==> src/rtl/fini_ctrl_pkg.sv <==
// Shared definitions for the time-redundant AND controller: state
// encoding, width-generic rotate helpers, bitwise majority vote and the
// default fault-counter width.
package fini_ctrl_pkg;

   localparam int FINI_CNT_W_DEF = 8;

   typedef enum logic [2:0] {
      ST_IDLE  = 3'd0,
      ST_PASS1 = 3'd1,
      ST_PASS2 = 3'd2,
      ST_PASS3 = 3'd3,
      ST_DONE  = 3'd4
   } fini_state_e;

   // Rotate the low w bits of x left by n (bit i -> bit (i+n) mod w).
   // Bits at or above w are returned as zero. Callers pass a constant w.
   function automatic logic [31:0] fini_rotl(input logic [31:0] x,
                                             input int          n,
                                             input int          w);
      logic [31:0] res;
      logic [4:0]  src;
      logic [4:0]  dst;
      int          sh;
      res = 32'd0;
      sh  = n % w;
      for (int i = 0; i < 32; i++) begin
         src = 5'(i);
         dst = 5'((i + sh) % w);
         res[dst] = (i < w) ? x[src] : res[dst];
      end
      return res;
   endfunction

   // Rotate the low w bits of x right by n.
   function automatic logic [31:0] fini_rotr(input logic [31:0] x,
                                             input int          n,
                                             input int          w);
      return fini_rotl(x, w - (n % w), w);
   endfunction

   // Bitwise 2-of-3 vote.
   function automatic logic [31:0] fini_maj3(input logic [31:0] a,
                                             input logic [31:0] b,
                                             input logic [31:0] c);
      return (a & b) | (a & c) | (b & c);
   endfunction

endpackage

==> src/rtl/fini_sat_cnt.sv <==
// Saturating up-counter with synchronous clear; clear beats increment.
module fini_sat_cnt
   import fini_ctrl_pkg::*;
#(
   parameter int CNT_W = FINI_CNT_W_DEF
) (
   input  logic             clk,
   input  logic             rst_n,
   input  logic             inc,
   input  logic             clr,
   output logic [CNT_W-1:0] cnt
);

   localparam logic [CNT_W-1:0] CNT_MAX = {CNT_W{1'b1}};

   logic [CNT_W-1:0] r_cnt;

   // Count events, hold at all-ones, clear on request or reset.
   always_ff @(posedge clk) begin
      if (!rst_n) begin
         r_cnt <= {CNT_W{1'b0}};
      end else if (clr) begin
         r_cnt <= {CNT_W{1'b0}};
      end else if (inc && (r_cnt != CNT_MAX)) begin
         r_cnt <= r_cnt + {{(CNT_W-1){1'b0}}, 1'b1};
      end else begin
         r_cnt <= r_cnt;
      end
   end

   assign cnt = r_cnt;

endmodule

==> src/rtl/fini_and_tr_ctrl.sv <==
// Time-redundant sequencer for one shared AND datapath. Each operand pair
// is evaluated twice, the second time on operands rotated by one lane, so
// a lane-local fault corrupts different logical bits in each pass. On a
// mismatch the result is zeroized and a saturating fault counter bumps.
// Optional build macro FINI_AND_MAJORITY_EN adds a third pass rotated by
// two lanes and replaces zeroization with a bitwise majority vote (needs
// WIDTH >= 3).
module fini_and_tr_ctrl
   import fini_ctrl_pkg::*;
#(
   parameter int WIDTH = 5,
   parameter int CNT_W = FINI_CNT_W_DEF
) (
   input  logic             clk,
   input  logic             rst_n,
   input  logic             in_valid,
   output logic             in_ready,
   input  logic [WIDTH-1:0] in_a,
   input  logic [WIDTH-1:0] in_b,
   output logic [WIDTH-1:0] dp_a,
   output logic [WIDTH-1:0] dp_b,
   input  logic [WIDTH-1:0] dp_c,
   output logic             out_valid,
   input  logic             out_ready,
   output logic [WIDTH-1:0] out_c,
   output logic             out_fault,
   input  logic             cnt_clr,
   output logic [CNT_W-1:0] fault_cnt
);

   localparam logic [2:0] S_IDLE  = 3'(ST_IDLE);
   localparam logic [2:0] S_PASS1 = 3'(ST_PASS1);
   localparam logic [2:0] S_PASS2 = 3'(ST_PASS2);
   localparam logic [2:0] S_PASS3 = 3'(ST_PASS3);
   localparam logic [2:0] S_DONE  = 3'(ST_DONE);

   logic [2:0]       r_state;
   logic [WIDTH-1:0] r_a;
   logic [WIDTH-1:0] r_b;
   logic [WIDTH-1:0] r_r1;
   logic [WIDTH-1:0] r_out_c;
   logic             r_out_fault;

   logic [WIDTH-1:0] w_r2;
   logic             w_mismatch;
   logic             w_fault_inc;
`ifdef FINI_AND_MAJORITY_EN
   logic [WIDTH-1:0] r_r2;
   logic [WIDTH-1:0] w_r3;
   logic [WIDTH-1:0] w_vote;
`endif

   // Undo each pass's rotation so results line up with logical bits.
   assign w_r2 = WIDTH'(fini_rotr(32'(dp_c), 1, WIDTH));
`ifdef FINI_AND_MAJORITY_EN
   assign w_r3       = WIDTH'(fini_rotr(32'(dp_c), 2, WIDTH));
   assign w_vote     = WIDTH'(fini_maj3(32'(r_r1), 32'(r_r2), 32'(w_r3)));
   assign w_mismatch = (r_r1 != r_r2) || (r_r1 != w_r3) || (r_r2 != w_r3);
   assign w_fault_inc = (r_state == S_PASS3) && w_mismatch;
`else
   assign w_mismatch  = (r_r1 != w_r2);
   assign w_fault_inc = (r_state == S_PASS2) && w_mismatch;
`endif

   // Drive the shared datapath only during pass states; zero otherwise so
   // no operand leaks onto the datapath while idle or holding a result.
   always_comb begin
      dp_a = {WIDTH{1'b0}};
      dp_b = {WIDTH{1'b0}};
      case (r_state)
         S_PASS1: begin
            dp_a = r_a;
            dp_b = r_b;
         end
         S_PASS2: begin
            dp_a = WIDTH'(fini_rotl(32'(r_a), 1, WIDTH));
            dp_b = WIDTH'(fini_rotl(32'(r_b), 1, WIDTH));
         end
         S_PASS3: begin
`ifdef FINI_AND_MAJORITY_EN
            dp_a = WIDTH'(fini_rotl(32'(r_a), 2, WIDTH));
            dp_b = WIDTH'(fini_rotl(32'(r_b), 2, WIDTH));
`else
            dp_a = {WIDTH{1'b0}};
            dp_b = {WIDTH{1'b0}};
`endif
         end
         default: begin
            dp_a = {WIDTH{1'b0}};
            dp_b = {WIDTH{1'b0}};
         end
      endcase
   end

   // Sequencer: capture operands, collect pass results, register verdict.
   always_ff @(posedge clk) begin
      if (!rst_n) begin
         r_state     <= S_IDLE;
         r_a         <= {WIDTH{1'b0}};
         r_b         <= {WIDTH{1'b0}};
         r_r1        <= {WIDTH{1'b0}};
         r_out_c     <= {WIDTH{1'b0}};
         r_out_fault <= 1'b0;
`ifdef FINI_AND_MAJORITY_EN
         r_r2        <= {WIDTH{1'b0}};
`endif
      end else begin
         case (r_state)
            S_IDLE: begin
               if (in_valid) begin
                  r_a     <= in_a;
                  r_b     <= in_b;
                  r_state <= S_PASS1;
               end
            end
            S_PASS1: begin
               r_r1    <= dp_c;
               r_state <= S_PASS2;
            end
            S_PASS2: begin
`ifdef FINI_AND_MAJORITY_EN
               r_r2    <= w_r2;
               r_state <= S_PASS3;
`else
               r_out_c     <= w_mismatch ? {WIDTH{1'b0}} : r_r1;
               r_out_fault <= w_mismatch;
               r_state     <= S_DONE;
`endif
            end
            S_PASS3: begin
`ifdef FINI_AND_MAJORITY_EN
               r_out_c     <= w_vote;
               r_out_fault <= w_mismatch;
               r_state     <= S_DONE;
`else
               r_state <= S_IDLE;
`endif
            end
            S_DONE: begin
               if (out_ready) begin
                  r_state <= S_IDLE;
               end
            end
            default: begin
               r_state <= S_IDLE;
            end
         endcase
      end
   end

   fini_sat_cnt #(
      .CNT_W (CNT_W)
   ) u_fault_cnt (
      .clk   (clk),
      .rst_n (rst_n),
      .inc   (w_fault_inc),
      .clr   (cnt_clr),
      .cnt   (fault_cnt)
   );

   // in_ready also drops while reset is held so nothing is accepted then.
   assign in_ready  = rst_n && (r_state == S_IDLE);
   assign out_valid = (r_state == S_DONE);
   assign out_c     = r_out_c;
   assign out_fault = r_out_fault;

endmodule

==> config.mk <==
export PLATFORM = sky130hd
export DESIGN_NAME = fini_and_tr_ctrl
export DESIGN_NICKNAME = d
export VERILOG_FILES = /design/src/rtl/fini_ctrl_pkg.sv /design/src/rtl/fini_sat_cnt.sv /design/src/rtl/fini_and_tr_ctrl.sv
export SDC_FILE = /design/constraint.sdc
export NUM_CORES = 1
export LEC_CHECK = 0
export BUFFER_PORTS_ARGS = -buffer_cell sky130_fd_sc_hd__buf_2
export CORE_ASPECT_RATIO = 1.1
export CORE_MARGIN = 1.5
export CORE_UTILIZATION = 45
export CTS_CLUSTER_SIZE = 14
export DETAILED_ROUTE_END_ITERATION = 10
export HOLD_SLACK_MARGIN = 0.02
export PLACE_DENSITY_LB_ADDON = 0.1
export SYNTH_ARGS = -nofsm -noshare
export SYNTH_HDL_FRONTEND = slang
export SYNTH_HIERARCHICAL = 1
export SYNTH_SLANG_ARGS = --single-unit
==> constraint.sdc <==
create_clock -name clk -period 5.2 [get_ports clk]
set_input_delay 0.26 -clock clk [delete_from_list [all_inputs] [get_ports clk]]
set_output_delay 0.26 -clock clk [all_outputs]
set_load 0.01 [all_outputs]
* Word level (Yosys, flattened, before mapping)
Cells that the tools add are included. Widths: inputs -> output; s select.
Storage, ports and cells: logic and storage cells 29, bits of input ports 20, register bits after elaboration 32
Operators by class: mux-type cells 6, bitwise operators 1, eq/ne operators 7, reductions and logical operators 7, $add $sub $neg 1
Operators with widths (number):
- $pmux 5 s2 | 2
- $pmux 3 s4 | 1
- $add 8x1->8 const B | 1
- $ne 8x8->1 const B | 1
- $mux 3 | 2
- $mux 5 | 1
- $ne 5x5->1 | 1
- $reduce_and 2->1 | 2
- $eq 3x1->1 const B | 1
- $eq 3x2->1 const B | 1
- $eq 3x3->1 const B | 1
- $logic_and 1x1->1 | 3
- $logic_not 3->1 | 1
- $ne 2x1->1 const B | 1
- $ne 2x2->1 const B | 1
- $reduce_or 2->1 | 1
- $not 1->1 | 1

* Longest topological paths before layout
Gate-level depths: netlist of the first run.
word-level depth 3, mapped depth 7

* Modules after synthesis
The synthesis of the first run kept the hierarchy.
By module, submodules not included:
- fini_and_tr_ctrl | sequential area each 480.5 µm², area each 1109.8 µm², cells an instance 119, times used 1
- fini_sat_cnt | sequential area each 160.2 µm², area each 421.7 µm², cells an instance 46, times used 1

* Worst setup path before layout of the first run
Ideal clock, no wire load.
kind reg-to-reg, from reg r_state[2], to reg u_fault_cnt.r_cnt[5] (netlist: u_fault_cnt/cnt[5]), arrival 1.772 ns, data required time 5.128 ns, slack 3.356 ns, period minus slack after synthesis 1.844 ns, cell stages (with the launch flop) 8, cell sequence dfxtp_1 buf_2 or3b_1 clkbuf_1 a21oi_1 nand4_1 a211oi_2 mux2i_1
On the way: longest elaborated chain between the ends 3
RTL lines:
- start, declared | RTL line fini_and_tr_ctrl.sv:37 | logic [2:0] r_state;
- start signal, assigned | RTL line fini_and_tr_ctrl.sv:98 | r_state <= S_IDLE;
- start signal, assigned | RTL line fini_and_tr_ctrl.sv:113 | r_state <= S_PASS1;
- start signal, assigned | RTL line fini_and_tr_ctrl.sv:118 | r_state <= S_PASS2;
- $eq 3x2->1 | RTL line fini_and_tr_ctrl.sv:62 | assign w_fault_inc = (r_state == S_PASS2) && w_mismatch;
- $logic_and 1x1->1 | RTL line fini_and_tr_ctrl.sv:62
- named net w_fault_inc | RTL line fini_and_tr_ctrl.sv:46 | logic w_fault_inc;
- $logic_and 1x1->1 | RTL line fini_sat_cnt.sv:24 | end else if (inc && (r_cnt != CNT_MAX)) begin
- end signal, assigned | RTL line fini_sat_cnt.sv:23 | r_cnt <= {CNT_W{1'b0}};
- end signal, assigned | RTL line fini_sat_cnt.sv:25 | r_cnt <= r_cnt + {{(CNT_W-1){1'b0}}, 1'b1};
- end signal, assigned | RTL line fini_sat_cnt.sv:27 | r_cnt <= r_cnt;
- end, declared | RTL line fini_sat_cnt.sv:16 | logic [CNT_W-1:0] r_cnt;
The timed path passes the listed nets, and every way through them passes these cells. A chain may end at the register's enable or synchronous reset.

* Final worst setup path of the first run
from reg r_state[1], to out dp_b[1]
On the way: longest elaborated chain between the ends 2, elaborated cells on any way between the ends 3
RTL lines:
- $eq 3x2->1 / $eq 3x1->1 (equally long branches) | RTL line fini_and_tr_ctrl.sv:70 | case (r_state)
- $pmux 5 s2 * | RTL line fini_and_tr_ctrl.sv:70
- end, declared | RTL line fini_and_tr_ctrl.sv:21 | output logic [WIDTH-1:0] dp_b,
Mark *: on every way between the ends. The rest lies on a longest branch, timed or not.

==> results.sh, run 1 <==
export IMPL_hold_violations=0
export IMPL_wl_per_cell_um=13.4
export IMPL_place_gp_congestion=0.785
export IMPL_synth_edff_count=0
export IMPL_drtAntennaViolNets=0
export IMPL_finalSetupViolations=0
export IMPL_hold_slack_ps=147
export IMPL_viasPerCell=5.54
export IMPL_slew_viol_final=0
export IMPL_ctsHtreeMaxLevel=2
export IMPL_antenna_found_initial=0
export IMPL_initial_core_util_pct=46.4
export IMPL_yosys_area_top_type="dfxtp_1"
export IMPL_ys_ff_latch=32
export IMPL_gr_usage_all_layers_pct=19.5
export IMPL_status="complete, no violations"
export IMPL_rsz0062_at_grt="no"
export IMPL_synthArstFlopShare_pct=0
export IMPL_p_per_area_mw_per_mm2=272
export IMPL_grt_remaining_overflow=0
export IMPL_hold_class="input pin to flip-flop"
export IMPL_netlist_area_sq_mm=0.00153
export IMPL_numClockSinks=32
export IMPL_vias=1364
export IMPL_dp_hpwl_um=2380
export IMPL_fillers=320
export IMPL_grt_pass1_vias=1305
export IMPL_multi_input_area_sq_um=848
export IMPL_drt_pass1_iter_count=4
export IMPL_final_setup_tns_ps=0
export IMPL_io_buffer_count=45
export IMPL_seq_area_frac_synth_pct=41.8
export IMPL_grt_max_degree=33
export IMPL_r2r_slack_ps=3110
export IMPL_die_width_um=58.6
export IMPL_cp_arrival_ps=1900
export IMPL_syn2layout_area_growth_pct=20.3
export IMPL_worstSetupStartpointType="flip-flop"
export IMPL_syn_nets=186
export IMPL_fin_skew_ps=12.6
export IMPL_numCtsBuffers=5
export IMPL_drive_above_1_share_pct=28.1
export IMPL_cts_setup_buffers=0
export IMPL_endpoint_kind="output port"
export IMPL_setup_slack_ps=3040
export IMPL_pre_cts_ws_ps=3150
export IMPL_critical_path_slowest_cell="nor3b_4"
export IMPL_cts_resized=0
export IMPL_post_route_drc_count=0
export IMPL_die_area_sq_mm=0.00376
export IMPL_clk_latency_ps=340
export IMPL_cts_root_buf="clkbuf_4"
export IMPL_std_cell_rows=22
export IMPL_pin_count=46
export IMPL_min_delay_start="in_b[0]"
export IMPL_cts_hold_buf=0
export IMPL_holdPathEnd="r_b[0]"
export IMPL_worstRegToRegCells=5
export IMPL_synth_cell_type_count=34
export IMPL_vdd_ir_drop_worst_mv=0.194
export IMPL_coreArea_sq_mm=0.00330
export IMPL_fin_crit_ps=2160
export IMPL_netlist_instances=165
export IMPL_crit_path_cell_trace="nor3b_4 -> a22o_1 -> buf_2"
export IMPL_max_freq_ghz=0.462
export IMPL_cts_tree="yes"
export IMPL_ys_warn_count=6
export IMPL_synth_top_area_share_pct=41.8
export IMPL_cts_buffer_depth=2
export IMPL_post_route_period_util_pct=41.6
export IMPL_antenna_cells=0
export IMPL_clk_transition_reported_paths_ps=100
export IMPL_regArea_sq_um=641
export IMPL_die_h_um=64.2
export IMPL_worstReg2RegEnd="u_fault_cnt/cnt[5]"
export IMPL_synth_avg_cell_area_sq_um=9.28
export IMPL_grt_pass1_wl_um=5600
export IMPL_slowest_delay_ps=690
export IMPL_worstPathMaxFanout=18
export IMPL_drv_cap=0
export IMPL_drt_wl_total_um=3300
export IMPL_p_leak_nw=0.768
export IMPL_ys_flop_type="dfxtp_1"
export IMPL_synthTopCellsByArea="dfxtp_1 (42%), nand2_1 (6.1%), a22o_1 (5.7%), mux2i_1 (5.2%), a21boi_1 (4.9%)"
export IMPL_hold_depth=3
export IMPL_nets=230
export IMPL_relSlewSlack_pct=51.3
export IMPL_drtIter0Drc=38
export IMPL_tightest_slew_ps=730
export IMPL_cp_required_ps=4940
export IMPL_worstSetupPathType="flip-flop to output port"
export IMPL_reg2reg_from="r_state[1]"
cell type report:
class,instances,share of cell area [%]
Clock buffer,6,2.24
Clock inverter,2,1.90
Multi-Input combinational cell,124,46.0
Sequential cell,32,34.8
Tap cell,36,2.44
Timing Repair Buffer,46,12.6
critical path, delay by kind of cell, from the launching register on:
family,cells,cell delay [ps]
and+or+nand+nor,1,690
buffers and inverters,1,130
AOI/OAI and AO/OA,1,250
DFF,1,500
stage by stage:
| stage | std cells | cell area (sq um) | total power, mW | util, % |
|---|---|---|---|---|
| after floorplan | 165 | 1530 | 0.306 | - |
| after global placement | 238 | 1770 | 0.323 | 53.5 |
| after detailed placement | 238 | 1770 | 0.325 | 53.5 |
| after CTS | 246 | 1840 | 0.508 | 55.8 |
| after global routing | 246 | 1840 | 0.527 | 55.8 |
| final | 246 | 1840 | 0.501 | 55.8 |
sequential cells by signal, indices dropped and copies added (netlist names):
register         count
r_state              3
u_fault_cnt/cnt      8
r_a                  5
r_b                  5
out_c                5
r_r1                 5
out_fault            1
power breakdown:
| group | switching [mW] | total (mW) | internal, mW |
|---|---|---|---|
| clock | 0.0816 | 0.182 | 0.101 |
| sequential | 0.00895 | 0.263 | 0.254 |
| combinational | 0.0304 | 0.0564 | 0.0260 |
placed cells by master, fill, tap and decap left out, types with 3 or more instances in the layout:
master	synthesis	layout
a21boi_1	10	10
a21oi_1	6	6
a22o_1	10	10
a31oi_1	3	3
and4_1	5	5
buf_2	4	45
clkbuf_4	0	5
dfxtp_1	32	32
mux2i_1	8	8
nand2_1	25	25
nand2b_1	3	3
nand3_1	6	6
nand4_1	7	7
nor2b_1	9	9
o21ai_1	6	6
xnor2_1	5	5
worst max path at each step:
stage                          to  depth (start not counted)       start  slack [ps]
3_3_place_gp   u_fault_cnt/cnt[5]                          5  r_state[1]        3230
2_1_floorplan  u_fault_cnt/cnt[5]                          7  r_state[2]        3360
3_5_place_dp   u_fault_cnt/cnt[5]                          5  r_state[1]        3150
6_report                  dp_b[1]                          3  r_state[1]        3040
4_1_cts                   dp_b[1]                          3  r_state[0]        3020
5_1_grt                   dp_b[3]                          3  r_state[1]        2890
layer usage:
metal  track usage, %  up-vias  wire length (um)
met2             32.6       31              1660
li1                 -      690                 -
met4             7.39        0                63
met1             22.8      634              1440
met5                0        -                 0
met3             6.28        9               140
synth_stat cells (all sizes together) (6+ instances only):
cell,instances
dfxtp,32
nand2,25
a21boi,11
a22o,10
nor2b,10
mux2i,8
o21ai,8
nand4,7
a21oi,6
and4,6
nand3,6
kinds of logic (layout without fill, tap and decap cells):
logic type	count (synthesis)	in the layout	share of synthesized area (%)
DFF	32	32	41.8
adders and majority gates	1	1	0.817
and+or+nand+nor	69	69	27.5
muxes	8	8	5.23
buffers and inverters	9	54	2.78
xor gates and xnor gates	5	5	2.86
AOI/OAI and AO/OA	41	41	19.0
(Power assumes the default switching activity.)
==> run 2, diff against run 1 <==
==> constraint.sdc (replaced) <==
create_clock -name clk -period 1.8 [get_ports clk]
set_input_delay 0.09 -clock clk [delete_from_list [all_inputs] [get_ports clk]]
set_output_delay 0.09 -clock clk [all_outputs]
set_load 0.01 [all_outputs]
==> run 2 against run 1 <==
Against the previous run: worst setup slack worse by 2900 ps; clock power rose by 100%; sequential power rose to 2.9 times the previous value; flip-flop and latch count stayed put; critical endpoint is now u_fault_cnt/cnt[5]; largest power group unchanged.
==> results.sh, run 2 (same netlist as run 1, synthesis figures left out) <==
export IMPL_drt_pass1_iter_count=4
export IMPL_post_route_drc_count=0
export IMPL_switching_share_pct=26.3
export IMPL_numClockSinks=32
export IMPL_layout_commonest_cell="buf_2"
export IMPL_cts_root_buf="clkbuf_4"
export IMPL_grt_remaining_overflow=0
export IMPL_crit_start="r_r1[2]"
export IMPL_cp_top_family="compound AO/OA/AOI/OAI gates"
export IMPL_io_buffer_count=45
export IMPL_dp_hpwl_um=2590
export IMPL_grt_max_degree=25
export IMPL_status="complete, no violations"
export IMPL_syn2layout_area_growth_pct=30.9
export IMPL_power_internal_mw=0.983
export IMPL_worstReg2RegEnd="u_fault_cnt/cnt[5]"
export IMPL_die_width_um=58.6
export IMPL_sequentialPowerShare_pct=56.5
export IMPL_worstPathMaxFanout=6
export IMPL_antenna_cells=0
export IMPL_largest_reg_flops=8
export IMPL_worstSetupStartpointType="flip-flop"
export IMPL_worstRegToRegCells=6
export IMPL_critical_path_slowest_cell="dfxtp_1"
export IMPL_coreArea_sq_mm=0.00330
export IMPL_reg2reg_from="r_r1[2]"
export IMPL_endpoint_kind="flip-flop"
export IMPL_slew_viol_final=0
export IMPL_p_leak_nw=0.849
export IMPL_viasPerCell=5.53
export IMPL_clockPowerShare_pct=27.7
export IMPL_pre_cts_ws_ps=157
export IMPL_holdPathEnd="r_r1[2]"
export IMPL_drt_wl_total_um=3620
export IMPL_fillers=312
export IMPL_post_route_period_util_pct=91.6
export IMPL_finalSetupViolations=0
export IMPL_met2_usage_pct=36.9
export IMPL_relSlewSlack_pct=64.4
export IMPL_hold_depth=3
export IMPL_clk_transition_reported_paths_ps=100
export IMPL_fin_crit_ps=1650
export IMPL_die_h_um=64.2
export IMPL_ctsHtreeMaxLevel=2
export IMPL_cts_tree="yes"
export IMPL_nets=250
export IMPL_drv_cap=0
export IMPL_wl_per_cell_um=13.6
export IMPL_setup_slack_ps=150
export IMPL_drive_above_1_share_pct=30.1
export IMPL_antenna_found_initial=0
export IMPL_slowest_delay_ps=340
export IMPL_cts_resized=0
export IMPL_drtAntennaViolNets=0
export IMPL_initial_core_util_pct=46.4
export IMPL_gr_usage_all_layers_pct=21.1
export IMPL_clk_latency_ps=320
export IMPL_grt_pass1_wl_um=6070
export IMPL_die_area_sq_mm=0.00376
export IMPL_numCtsBuffers=5
export IMPL_critPathBufInv=0
export IMPL_pin_count=46
export IMPL_global_route_usage_met3_pct=6.28
export IMPL_p_per_area_mw_per_mm2=666
export IMPL_busiest_layer="met2"
export IMPL_tightest_slew_ps=532
export IMPL_cp_arrival_ps=1910
export IMPL_r2r_slack_ps=150
export IMPL_crit_path_cell_trace="xnor2_1 -> and4_1 -> a21oi_2 -> nand4_1 -> a211oi_2 -> mux2i_1"
export IMPL_power_switching_mw=0.351
export IMPL_cts_buffer_depth=2
export IMPL_std_cell_rows=22
export IMPL_place_gp_congestion=0.782
export IMPL_hold_violations=0
export IMPL_grt_pass1_vias=1394
export IMPL_cp_required_ps=2060
export IMPL_hold_class="input pin to flip-flop"
export IMPL_rsz0062_at_grt="no"
export IMPL_drtIter0Drc=41
export IMPL_final_setup_tns_ps=0
export IMPL_layout_cells_most_common_list="buf_2 (45), dfxtp_1 (32), nand2_1 (25)"
export IMPL_vias=1466
export IMPL_utilization_pct=60.7
export IMPL_min_delay_start="dp_c[2]"
export IMPL_worstSetupPathType="flip-flop to flip-flop"
export IMPL_vdd_ir_drop_worst_mv=0.402
export IMPL_gr_usage_met1_pct=23.7
export IMPL_fin_skew_ps=7.90
export IMPL_max_freq_ghz=0.606
export IMPL_combPwrFrac_pct=15.8
[run 2: per-layer routing]
layer | wire length (um) | up-vias
met4 | 62 | 0
met3 | 168 | 9
met5 | 0 | -
li1 | - | 727
met1 | 1610 | 686
met2 | 1780 | 44
[run 2: repair_timing]
| action | 4_1_cts | 5_1_grt |
|---|---|---|
| endpoints found under the setup margin | 0 | 10 |
| hold buffers | 10 | 0 |
| endpoints found under the hold margin | 10 | 0 |
| buffers inserted | 0 | 1 |
[run 2: area by class of cell]
cell class	instances	area [sq um]	area share, %
Tap cell	36	45.0	2.25
Clock buffer	6	41.3	2.06
Multi-Input combinational cell	124	852	42.5
Clock inverter	1	5.00	0.250
Sequential cell	32	641	32.0
Timing Repair Buffer	66	420	21.0
[run 2: worst reg2reg max path: stages (launching register included)]
cell      delay (ps)
dfxtp_1          340
xnor2_1          150
and4_1           230
a21oi_2          250
nand4_1          180
a211oi_2         240
mux2i_1          200
[run 2: worst max-delay path by stage]
stage,end,slack [ps],depth (start not counted)
after floorplan,u_fault_cnt/cnt[5],40,7
after global placement,u_fault_cnt/cnt[5],240,5
after detailed placement,u_fault_cnt/cnt[5],160,6
after CTS,dp_b[0],60,4
after global routing,u_fault_cnt/cnt[7],50,6
final,u_fault_cnt/cnt[5],150,6
[run 2: power by group through the flow]
stage          Clock (mW)  Sequential, mW  Combinational [mW]
3_5_place_dp            0           0.769               0.189
3_3_place_gp            0           0.768               0.183
4_1_cts             0.384           0.753               0.206
2_1_floorplan           0           0.769               0.115
6_report            0.370           0.753               0.211
5_1_grt             0.420           0.757               0.230
[run 2: per-stage QoR]
stage | hold slack [ps] | total power [mW] | area, sq um | std cells
after detailed placement | 338 | 0.959 | 1840 | 247
after global routing | 66.2 | 1.41 | 2000 | 265
final | 57.9 | 1.33 | 2000 | 265
after floorplan | 225 | 0.884 | 1540 | 165
after CTS | 55.3 | 1.34 | 1980 | 264
after global placement | 330 | 0.951 | 1840 | 247
